[config.mk]
export PLATFORM = sky130hd
export DESIGN_NAME = instr_encoder_rv32i
export DESIGN_NICKNAME = d
export VERILOG_FILES = /design/src/rtl/rv32i_enc_pkg.sv /design/src/rtl/rv32i_word_pack.sv /design/src/rtl/instr_encoder_rv32i.sv
export SDC_FILE = /design/constraint.sdc
export NUM_CORES = 1
export LEC_CHECK = 0
export ABC_CLOCK_PERIOD_IN_PS = 3420
export CAP_MARGIN = 20
export CORE_MARGIN = 1
export CORE_UTILIZATION = 45
export CTS_BUF_LIST = sky130_fd_sc_hd__clkbuf_16
export CTS_CLUSTER_SIZE = 30
export DETAILED_ROUTE_END_ITERATION = 10
export PLACE_DENSITY = 0.84
export SYNTH_ARGS = -nofsm -noshare
export SYNTH_HDL_FRONTEND = slang
export SYNTH_SLANG_ARGS = --single-unit
export TNS_END_PERCENT = 20
[constraint.sdc]
create_clock -name clk -period 3.42 [get_ports clk]
set_input_delay 0.684 -clock clk [delete_from_list [all_inputs] [get_ports clk]]
set_output_delay 0.684 -clock clk [all_outputs]
set_load 0.02 [all_outputs]
[src/rtl/rv32i_enc_pkg.sv]
// Shared constants for the RV32I program encoder: symbolic op codes, base opcodes,
// funct fields and the encoder state enum.
package rv32i_enc_pkg;

    localparam logic [5:0] OP_ADD   = 6'd0;
    localparam logic [5:0] OP_SUB   = 6'd1;
    localparam logic [5:0] OP_SLL   = 6'd2;
    localparam logic [5:0] OP_SLT   = 6'd3;
    localparam logic [5:0] OP_SLTU  = 6'd4;
    localparam logic [5:0] OP_XOR   = 6'd5;
    localparam logic [5:0] OP_SRL   = 6'd6;
    localparam logic [5:0] OP_SRA   = 6'd7;
    localparam logic [5:0] OP_OR    = 6'd8;
    localparam logic [5:0] OP_AND   = 6'd9;
    localparam logic [5:0] OP_ADDI  = 6'd10;
    localparam logic [5:0] OP_SLLI  = 6'd11;
    localparam logic [5:0] OP_SLTI  = 6'd12;
    localparam logic [5:0] OP_SLTIU = 6'd13;
    localparam logic [5:0] OP_XORI  = 6'd14;
    localparam logic [5:0] OP_SRLI  = 6'd15;
    localparam logic [5:0] OP_SRAI  = 6'd16;
    localparam logic [5:0] OP_ORI   = 6'd17;
    localparam logic [5:0] OP_ANDI  = 6'd18;
    localparam logic [5:0] OP_LB    = 6'd19;
    localparam logic [5:0] OP_LH    = 6'd20;
    localparam logic [5:0] OP_LW    = 6'd21;
    localparam logic [5:0] OP_LBU   = 6'd22;
    localparam logic [5:0] OP_LHU   = 6'd23;
    localparam logic [5:0] OP_SB    = 6'd24;
    localparam logic [5:0] OP_SH    = 6'd25;
    localparam logic [5:0] OP_SW    = 6'd26;
    localparam logic [5:0] OP_BEQ   = 6'd27;
    localparam logic [5:0] OP_BNE   = 6'd28;
    localparam logic [5:0] OP_BLT   = 6'd29;
    localparam logic [5:0] OP_BGE   = 6'd30;
    localparam logic [5:0] OP_BLTU  = 6'd31;
    localparam logic [5:0] OP_BGEU  = 6'd32;
    localparam logic [5:0] OP_LUI   = 6'd33;
    localparam logic [5:0] OP_AUIPC = 6'd34;
    localparam logic [5:0] OP_JAL   = 6'd35;
    localparam logic [5:0] OP_JALR  = 6'd36;
    localparam logic [5:0] OP_LI    = 6'd37;

    localparam logic [6:0] OPC_OP     = 7'h33;
    localparam logic [6:0] OPC_OPIMM  = 7'h13;
    localparam logic [6:0] OPC_LOAD   = 7'h03;
    localparam logic [6:0] OPC_STORE  = 7'h23;
    localparam logic [6:0] OPC_BRANCH = 7'h63;
    localparam logic [6:0] OPC_LUI    = 7'h37;
    localparam logic [6:0] OPC_AUIPC  = 7'h17;
    localparam logic [6:0] OPC_JAL    = 7'h6F;
    localparam logic [6:0] OPC_JALR   = 7'h67;

    localparam logic [2:0] F3_ADD  = 3'd0;
    localparam logic [2:0] F3_SLL  = 3'd1;
    localparam logic [2:0] F3_SLT  = 3'd2;
    localparam logic [2:0] F3_SLTU = 3'd3;
    localparam logic [2:0] F3_XOR  = 3'd4;
    localparam logic [2:0] F3_SR   = 3'd5;
    localparam logic [2:0] F3_OR   = 3'd6;
    localparam logic [2:0] F3_AND  = 3'd7;
    localparam logic [2:0] F3_B    = 3'd0;
    localparam logic [2:0] F3_H    = 3'd1;
    localparam logic [2:0] F3_W    = 3'd2;
    localparam logic [2:0] F3_BU   = 3'd4;
    localparam logic [2:0] F3_HU   = 3'd5;
    localparam logic [2:0] F3_BEQ  = 3'd0;
    localparam logic [2:0] F3_BNE  = 3'd1;
    localparam logic [2:0] F3_BLT  = 3'd4;
    localparam logic [2:0] F3_BGE  = 3'd5;
    localparam logic [2:0] F3_BLTU = 3'd6;
    localparam logic [2:0] F3_BGEU = 3'd7;

    localparam logic [6:0] F7_BASE = 7'h00;
    localparam logic [6:0] F7_ALT  = 7'h20;

    typedef enum logic [1:0] {
        ST_IDLE = 2'd0,
        ST_WR1  = 2'd1,
        ST_WR2  = 2'd2,
        ST_ERR  = 2'd3
    } enc_state_e;

endpackage

[src/rtl/rv32i_word_pack.sv]
// Combinational field packer: maps one symbolic instruction to its machine word(s)
// and flags whether the operands are encodable.
module rv32i_word_pack
    import rv32i_enc_pkg::*;
(
    input  logic [5:0]  op,
    input  logic [4:0]  rd,
    input  logic [4:0]  rs1,
    input  logic [4:0]  rs2,
    input  logic [31:0] imm,
    output logic [31:0] word,
    output logic        range_ok,
    output logic        needs_two,
    output logic [31:0] second_word
);

    logic        fits12_s;
    logic        fits13_s;
    logic        fits21_s;
    logic        shamt_ok_s;
    logic [19:0] hi_s;
    logic [2:0]  f3_s;
    logic [6:0]  f7_s;
    logic        is_shift_s;

    assign fits12_s   = (imm[31:11] == 21'h000000) || (imm[31:11] == 21'h1FFFFF);
    assign fits13_s   = (imm[31:12] == 20'h00000)  || (imm[31:12] == 20'hFFFFF);
    assign fits21_s   = (imm[31:20] == 12'h000)    || (imm[31:20] == 12'hFFF);
    assign shamt_ok_s = (imm[31:5] == 27'h0000000);
    // Rounding the upper part compensates for the sign-extended low 12 bits of the ADDI.
    assign hi_s       = imm[31:12] + {19'd0, imm[11]};
    assign is_shift_s = (op == OP_SLLI) || (op == OP_SRLI) || (op == OP_SRAI);
    assign f7_s       = ((op == OP_SUB) || (op == OP_SRA) || (op == OP_SRAI)) ? F7_ALT : F7_BASE;

    // funct3 selection per op code
    always_comb begin
        f3_s = F3_ADD;
        case (op)
            OP_ADD, OP_SUB, OP_ADDI, OP_JALR: f3_s = F3_ADD;
            OP_SLL, OP_SLLI:                  f3_s = F3_SLL;
            OP_SLT, OP_SLTI:                  f3_s = F3_SLT;
            OP_SLTU, OP_SLTIU:                f3_s = F3_SLTU;
            OP_XOR, OP_XORI:                  f3_s = F3_XOR;
            OP_SRL, OP_SRA, OP_SRLI, OP_SRAI: f3_s = F3_SR;
            OP_OR, OP_ORI:                    f3_s = F3_OR;
            OP_AND, OP_ANDI:                  f3_s = F3_AND;
            OP_LB, OP_SB:                     f3_s = F3_B;
            OP_LH, OP_SH:                     f3_s = F3_H;
            OP_LW, OP_SW:                     f3_s = F3_W;
            OP_LBU:                           f3_s = F3_BU;
            OP_LHU:                           f3_s = F3_HU;
            OP_BEQ:                           f3_s = F3_BEQ;
            OP_BNE:                           f3_s = F3_BNE;
            OP_BLT:                           f3_s = F3_BLT;
            OP_BGE:                           f3_s = F3_BGE;
            OP_BLTU:                          f3_s = F3_BLTU;
            OP_BGEU:                          f3_s = F3_BGEU;
            default:                          f3_s = F3_ADD;
        endcase
    end

    // Field packing and range check per instruction class
    always_comb begin
        word        = 32'h0000_0000;
        range_ok    = 1'b0;
        needs_two   = 1'b0;
        second_word = 32'h0000_0000;
        if (op <= OP_AND) begin
            word     = {f7_s, rs2, rs1, f3_s, rd, OPC_OP};
            range_ok = 1'b1;
        end else if (op <= OP_ANDI) begin
            if (is_shift_s) begin
                word     = {f7_s, imm[4:0], rs1, f3_s, rd, OPC_OPIMM};
                range_ok = shamt_ok_s;
            end else begin
                word     = {imm[11:0], rs1, f3_s, rd, OPC_OPIMM};
                range_ok = fits12_s;
            end
        end else if (op <= OP_LHU) begin
            word     = {imm[11:0], rs1, f3_s, rd, OPC_LOAD};
            range_ok = fits12_s;
        end else if (op <= OP_SW) begin
            word     = {imm[11:5], rs2, rs1, f3_s, imm[4:0], OPC_STORE};
            range_ok = fits12_s;
        end else if (op <= OP_BGEU) begin
            word     = {imm[12], imm[10:5], rs2, rs1, f3_s, imm[4:1], imm[11], OPC_BRANCH};
            range_ok = fits13_s && !imm[0];
        end else if ((op == OP_LUI) || (op == OP_AUIPC)) begin
            word     = {imm[31:12], rd, (op == OP_LUI) ? OPC_LUI : OPC_AUIPC};
            range_ok = (imm[11:0] == 12'h000);
        end else if (op == OP_JAL) begin
            word     = {imm[20], imm[10:1], imm[11], imm[19:12], rd, OPC_JAL};
            range_ok = fits21_s && !imm[0];
        end else if (op == OP_JALR) begin
            word     = {imm[11:0], rs1, F3_ADD, rd, OPC_JALR};
            range_ok = fits12_s;
        end else if (op == OP_LI) begin
            range_ok = 1'b1;
            if (fits12_s) begin
                word = {imm[11:0], 5'd0, F3_ADD, rd, OPC_OPIMM};
            end else begin
                word        = {hi_s, rd, OPC_LUI};
                needs_two   = (imm[11:0] != 12'h000);
                second_word = {imm[11:0], rd, F3_ADD, rd, OPC_OPIMM};
            end
        end else begin
            range_ok = 1'b0;
        end
    end

endmodule

[src/rtl/instr_encoder_rv32i.sv]
// Sequential RV32I encoder: accepts symbolic instructions and writes machine words
// to instruction memory at an auto-incrementing address.
module instr_encoder_rv32i
    import rv32i_enc_pkg::*;
#(
    parameter int ADDR_W = 8
) (
    input  logic              clk,
    input  logic              rst_n,
    input  logic              enc_clr,
    input  logic              enc_valid,
    output logic              enc_ready,
    input  logic [5:0]        enc_op,
    input  logic [4:0]        enc_rd,
    input  logic [4:0]        enc_rs1,
    input  logic [4:0]        enc_rs2,
    input  logic [31:0]       enc_imm,
    output logic              enc_err,
    output logic              mem_we,
    output logic [ADDR_W-1:0] mem_addr,
    output logic [31:0]       mem_wdata,
    output logic [ADDR_W:0]   word_count,
    output logic              full
);

    localparam logic [ADDR_W:0] DEPTH_V = {1'b1, {ADDR_W{1'b0}}};
    localparam logic [ADDR_W:0] LAST_V  = DEPTH_V - {{ADDR_W{1'b0}}, 1'b1};
    localparam logic [ADDR_W:0] ONE_V   = {{ADDR_W{1'b0}}, 1'b1};

    enc_state_e        state_r;
    logic              two_r;
    logic [31:0]       second_r;
    logic [31:0]       word_s;
    logic              range_ok_s;
    logic              needs_two_s;
    logic [31:0]       second_s;
    logic              reject_s;
    logic [ADDR_W:0]   next_count_s;

    rv32i_word_pack u_pack (
        .op          (enc_op),
        .rd          (enc_rd),
        .rs1         (enc_rs1),
        .rs2         (enc_rs2),
        .imm         (enc_imm),
        .word        (word_s),
        .range_ok    (range_ok_s),
        .needs_two   (needs_two_s),
        .second_word (second_s)
    );

    assign enc_ready    = (state_r == ST_IDLE) && !full && !enc_clr && rst_n;
    // A two-word LI is refused when only the last slot remains.
    assign reject_s     = !range_ok_s || (needs_two_s && (word_count == LAST_V));
    assign next_count_s = word_count + ONE_V;
    assign mem_addr     = word_count[ADDR_W-1:0];

    // Encoder FSM, write pointer and registered memory-side outputs
    always_ff @(posedge clk) begin
        if (!rst_n) begin
            state_r    <= ST_IDLE;
            two_r      <= 1'b0;
            second_r   <= 32'h0000_0000;
            mem_we     <= 1'b0;
            mem_wdata  <= 32'h0000_0000;
            enc_err    <= 1'b0;
            word_count <= '0;
            full       <= 1'b0;
        end else if (enc_clr) begin
            state_r    <= ST_IDLE;
            two_r      <= 1'b0;
            mem_we     <= 1'b0;
            enc_err    <= 1'b0;
            word_count <= '0;
            full       <= 1'b0;
        end else begin
            case (state_r)
                ST_IDLE: begin
                    if (enc_valid && enc_ready) begin
                        if (reject_s) begin
                            state_r <= ST_ERR;
                            enc_err <= 1'b1;
                            mem_we  <= 1'b0;
                        end else begin
                            state_r   <= ST_WR1;
                            enc_err   <= 1'b0;
                            mem_we    <= 1'b1;
                            mem_wdata <= word_s;
                            two_r     <= needs_two_s;
                            second_r  <= second_s;
                        end
                    end else begin
                        mem_we  <= 1'b0;
                        enc_err <= 1'b0;
                    end
                end
                ST_WR1: begin
                    word_count <= next_count_s;
                    full       <= (next_count_s == DEPTH_V);
                    if (two_r) begin
                        state_r   <= ST_WR2;
                        mem_we    <= 1'b1;
                        mem_wdata <= second_r;
                    end else begin
                        state_r <= ST_IDLE;
                        mem_we  <= 1'b0;
                    end
                end
                ST_WR2: begin
                    word_count <= next_count_s;
                    full       <= (next_count_s == DEPTH_V);
                    state_r    <= ST_IDLE;
                    mem_we     <= 1'b0;
                    two_r      <= 1'b0;
                end
                ST_ERR: begin
                    state_r <= ST_IDLE;
                    enc_err <= 1'b0;
                    mem_we  <= 1'b0;
                end
                default: begin
                    state_r <= ST_IDLE;
                    enc_err <= 1'b0;
                    mem_we  <= 1'b0;
                end
            endcase
        end
    end

endmodule
==> impl_metrics.yaml, run 1 <==
yosys:
  synth_area_leaders: "dfxtp_1 25%, mux2i_1 7.5%, nand2_1 5.5%, nor2_1 4.8%, a21oi_1 4.7%"
  synthTopCellsByCount: "74 x nand2_1, 65 x nor2_1, 64 x dfxtp_1"
  synthFlopType: "dfxtp_1"
  synth_cells: 677
  ys_warn_count: 0
  ys_seq_elements: 64
  synth_top_area_share_pct: 25.4
  post-synth-top-count-cell: "nand2_1"
  yosysTopAreaCell: "dfxtp_1"
  synthArstFlopShare_pct: 0
  synth.distinct_cells: 70
  netlist_area_sq_um: 5050
  synth.avg_cell_area_sq_um: 7.46
  synth-seq-area-share_pct: 25.4
  synth_edf_count: 0
  synth_fp_nets: 752
timing:
  setup_viol: 0
  setup_ws_ns: 0.0458
  min_period_over_period_pct: 98.7
  clock.fmax_mhz: 296
  skew_ns: 0.00649
  rsz0062_at_grt: "true"
  worstMarginPinSlew_ns: 0.697
  hold_ws_ns: 0.456
  slew_headroom_pct: 53.1
  final_hold_viol_count: 0
  min_period_ns: 3.37
  final_max_slew_viol_count: 0
clocking:
  cts_buffers: 9
  h-tree-depth: 3
  clk_pin_slew_worst_paths_ns: 0.06
  root_buffer: "clkbuf_16"
  ctsHoldBuffers: 0
  clockBufferDepth: 2
  cts_num_sinks: 64
  cts_tree: "built"
  clk_latency_ns: 0.34
pwr:
  p_clk_share_pct: 44.2
  p_sw_share_pct: 28.7
  seqPwrFrac_pct: 32.7
  p_sw_uw: 660
  power_frac_comb_pct: 23.1
  leakage_nw: 3.16
  total_power_mw: 2.30
  irDropWorstVdd_uv: 274
  power_density_nw_per_um2: 300
  p_int_mw: 1.64
setup_path:
  cp_max_fo: 4
  startpoint_type: "input port"
  criticalPathCategory: "input port to flip-flop"
  critPathCaptureType: "flip-flop"
  reg2reg_slack_ns: 0.68
  crit_required_ns: 3.68
  crit_arrival_ns: 3.64
floorplan:
  fp.dieW_um: 108
  die_h_um: 108
  std_cell_rows: 38
  io_pins: 110
  core_sq_um: 10900
  dieArea_sq_um: 11600
  start_util_pct: 46.4
detailed_routing:
  finalWirelength_mm: 20.9
  top_layer_used: "met5"
  viasPerCell: 6.15
  wl_met2_mm: 9.59
  wl_per_cell_um: 20.0
  drt_iter0_markers: 573
  drc_errors: 0
  drt-met1-wl_mm: 8.31
  met3_length_mm: 2.18
  antenna_left: 0
  num_vias: 6400
  first_pass_iters: 5
global_route:
  grt_usage_pct: 35.5
  grt_pass1_wl_mm: 31.5
  grt_max_degree: 47
  grt-ovfl-total: 0
  first_global_vias: 5989
  antenna_found_initial: 1
finish:
  area_delta_synth_final_pct: 52.4
  drive_gt1_share_pct: 22.8
  final_cells: 1040
  antenna_cells: 0
  nNetsFinal: 970
  fillers: 879
  fin_util_pct: 70.7
placement:
  post-place-ws_ns: -0.482
  dp.cells: 1021
  post-dp-hpwl_mm: 16.0
  port_buffers: 109
  gp_congestion: 0.989
flow_run:
  drv_cap: 0
worst_hold_path:
  hold_class: "flip-flop to flip-flop"
run_status:
  status: "completed"
## through the flow
step | area, sq um | TNS, ns
5_1_grt | 7690 | -0.0811
4_1_cts | 7560 | 0
3_5_place_dp | 7210 | -17.81
6_report | 7690 | 0
2_1_floorplan | 5050 | 0
3_3_place_gp | 7210 | -14.42
## kinds of logic (layout without fill, tap and decap cells)
group                    after synthesis  after routing  share of synthesized area (%)
AO/OA/AOI/OAI                        171            171                           23.1
XOR/XNOR                              15             15                           2.60
adder cells (fa/ha/maj)               18             18                           4.46
buffers and inverters                 75            298                           6.79
flip-flops                            64             64                           25.4
multiplexers                          41             41                           8.65
AND/OR/NAND/NOR                      293            293                           29.0
## critical path, stage by stage
cell and delay, ns:
clkdlybuf4s50_1 0.52, ha_1 0.21, nand3_2 0.13, or4_4 0.55, o2bb2a_4 0.25, a41oi_4 0.23, nand3_2 0.14, a21o_1 0.22
or4_1 0.55, a21oi_1 0.14
## per-layer routing
| metal | global-route usage (%) | vias up |
|---|---|---|
| met5 | 0 | - |
| li1 | - | 2938 |
| met3 | 9.81 | 64 |
| met4 | 13.8 | 2 |
| met2 | 57.7 | 415 |
| met1 | 44.5 | 2981 |
## timing repair
| action | CTS | global route |
|---|---|---|
| pin swaps | 0 | 3 |
| endpoints found under the setup margin | 24 | 48 |
| gates cloned | 0 | 1 |
| buffers inserted | 0 | 2 |
| gates resized for setup | 3 | 23 |
## flip-flops by register name, summed over array words and instances, names as in the netlist
| signal | count |
|---|---|
| word_count | 9 |
| mem_we | 1 |
| second_r | 18 |
| mem_wdata | 31 |
| state_r | 2 |
| enc_err | 1 |
| full | 1 |
| two_r | 1 |
## area by class of cell
type / count / area [sq um] / share of cell area (%)
Tap cell: 140 / 175 / 2.28
Timing Repair Buffer: 262 / 2300 / 29.9
Clock inverter: 7 / 103 / 1.33
Multi-Input combinational cell: 538 / 3530 / 45.9
Clock buffer: 9 / 225 / 2.93
Sequential cell: 64 / 1280 / 16.7
Inverter: 20 / 75.1 / 0.976
## placed cells by master, fill, tap and decap left out, types with 13 or more instances in the layout
cell / Yosys / routed
buf_4: 14 / 147
clkdlybuf4s50_1: 0 / 107
nand2_1: 74 / 74
nor2_1: 65 / 64
dfxtp_1: 64 / 64
a21oi_1: 47 / 45
mux2i_1: 38 / 38
o21ai_0: 36 / 35
nand3_1: 34 / 32
and3_1: 22 / 22
nor3_1: 22 / 20
inv_1: 18 / 17
nor4_1: 19 / 17
ha_1: 18 / 17
nand4_1: 13 / 13
## power groups by stage
stage          Clock [mW]  Combinational [mW]  Sequential (mW)
2_1_floorplan           0               0.217            0.774
3_3_place_gp            0               0.498            0.771
3_5_place_dp            0               0.505            0.771
4_1_cts              1.02               0.509            0.755
5_1_grt              1.05               0.565            0.755
6_report             1.02               0.532            0.755
## path summary, 6_finish.rpt
kind / from / endpoint / depth (start not counted)
min: mem_wdata[29] / mem_wdata[29] / 2
max reg2reg: state_r[1] / mem_wdata[12] / 10
max: enc_imm[11] / mem_wdata[12] / 10
min reg2reg: mem_wdata[29] / mem_wdata[29] / 2
Note: power is estimated with default switching activity, not from simulation.
==> run 2: changes to the inputs <==
ABC_CLOCK_PERIOD_IN_PS = not set   (was 3420)
==> results of run 2 <==
Final layout, timing and power as in run 1 (identical DEF).
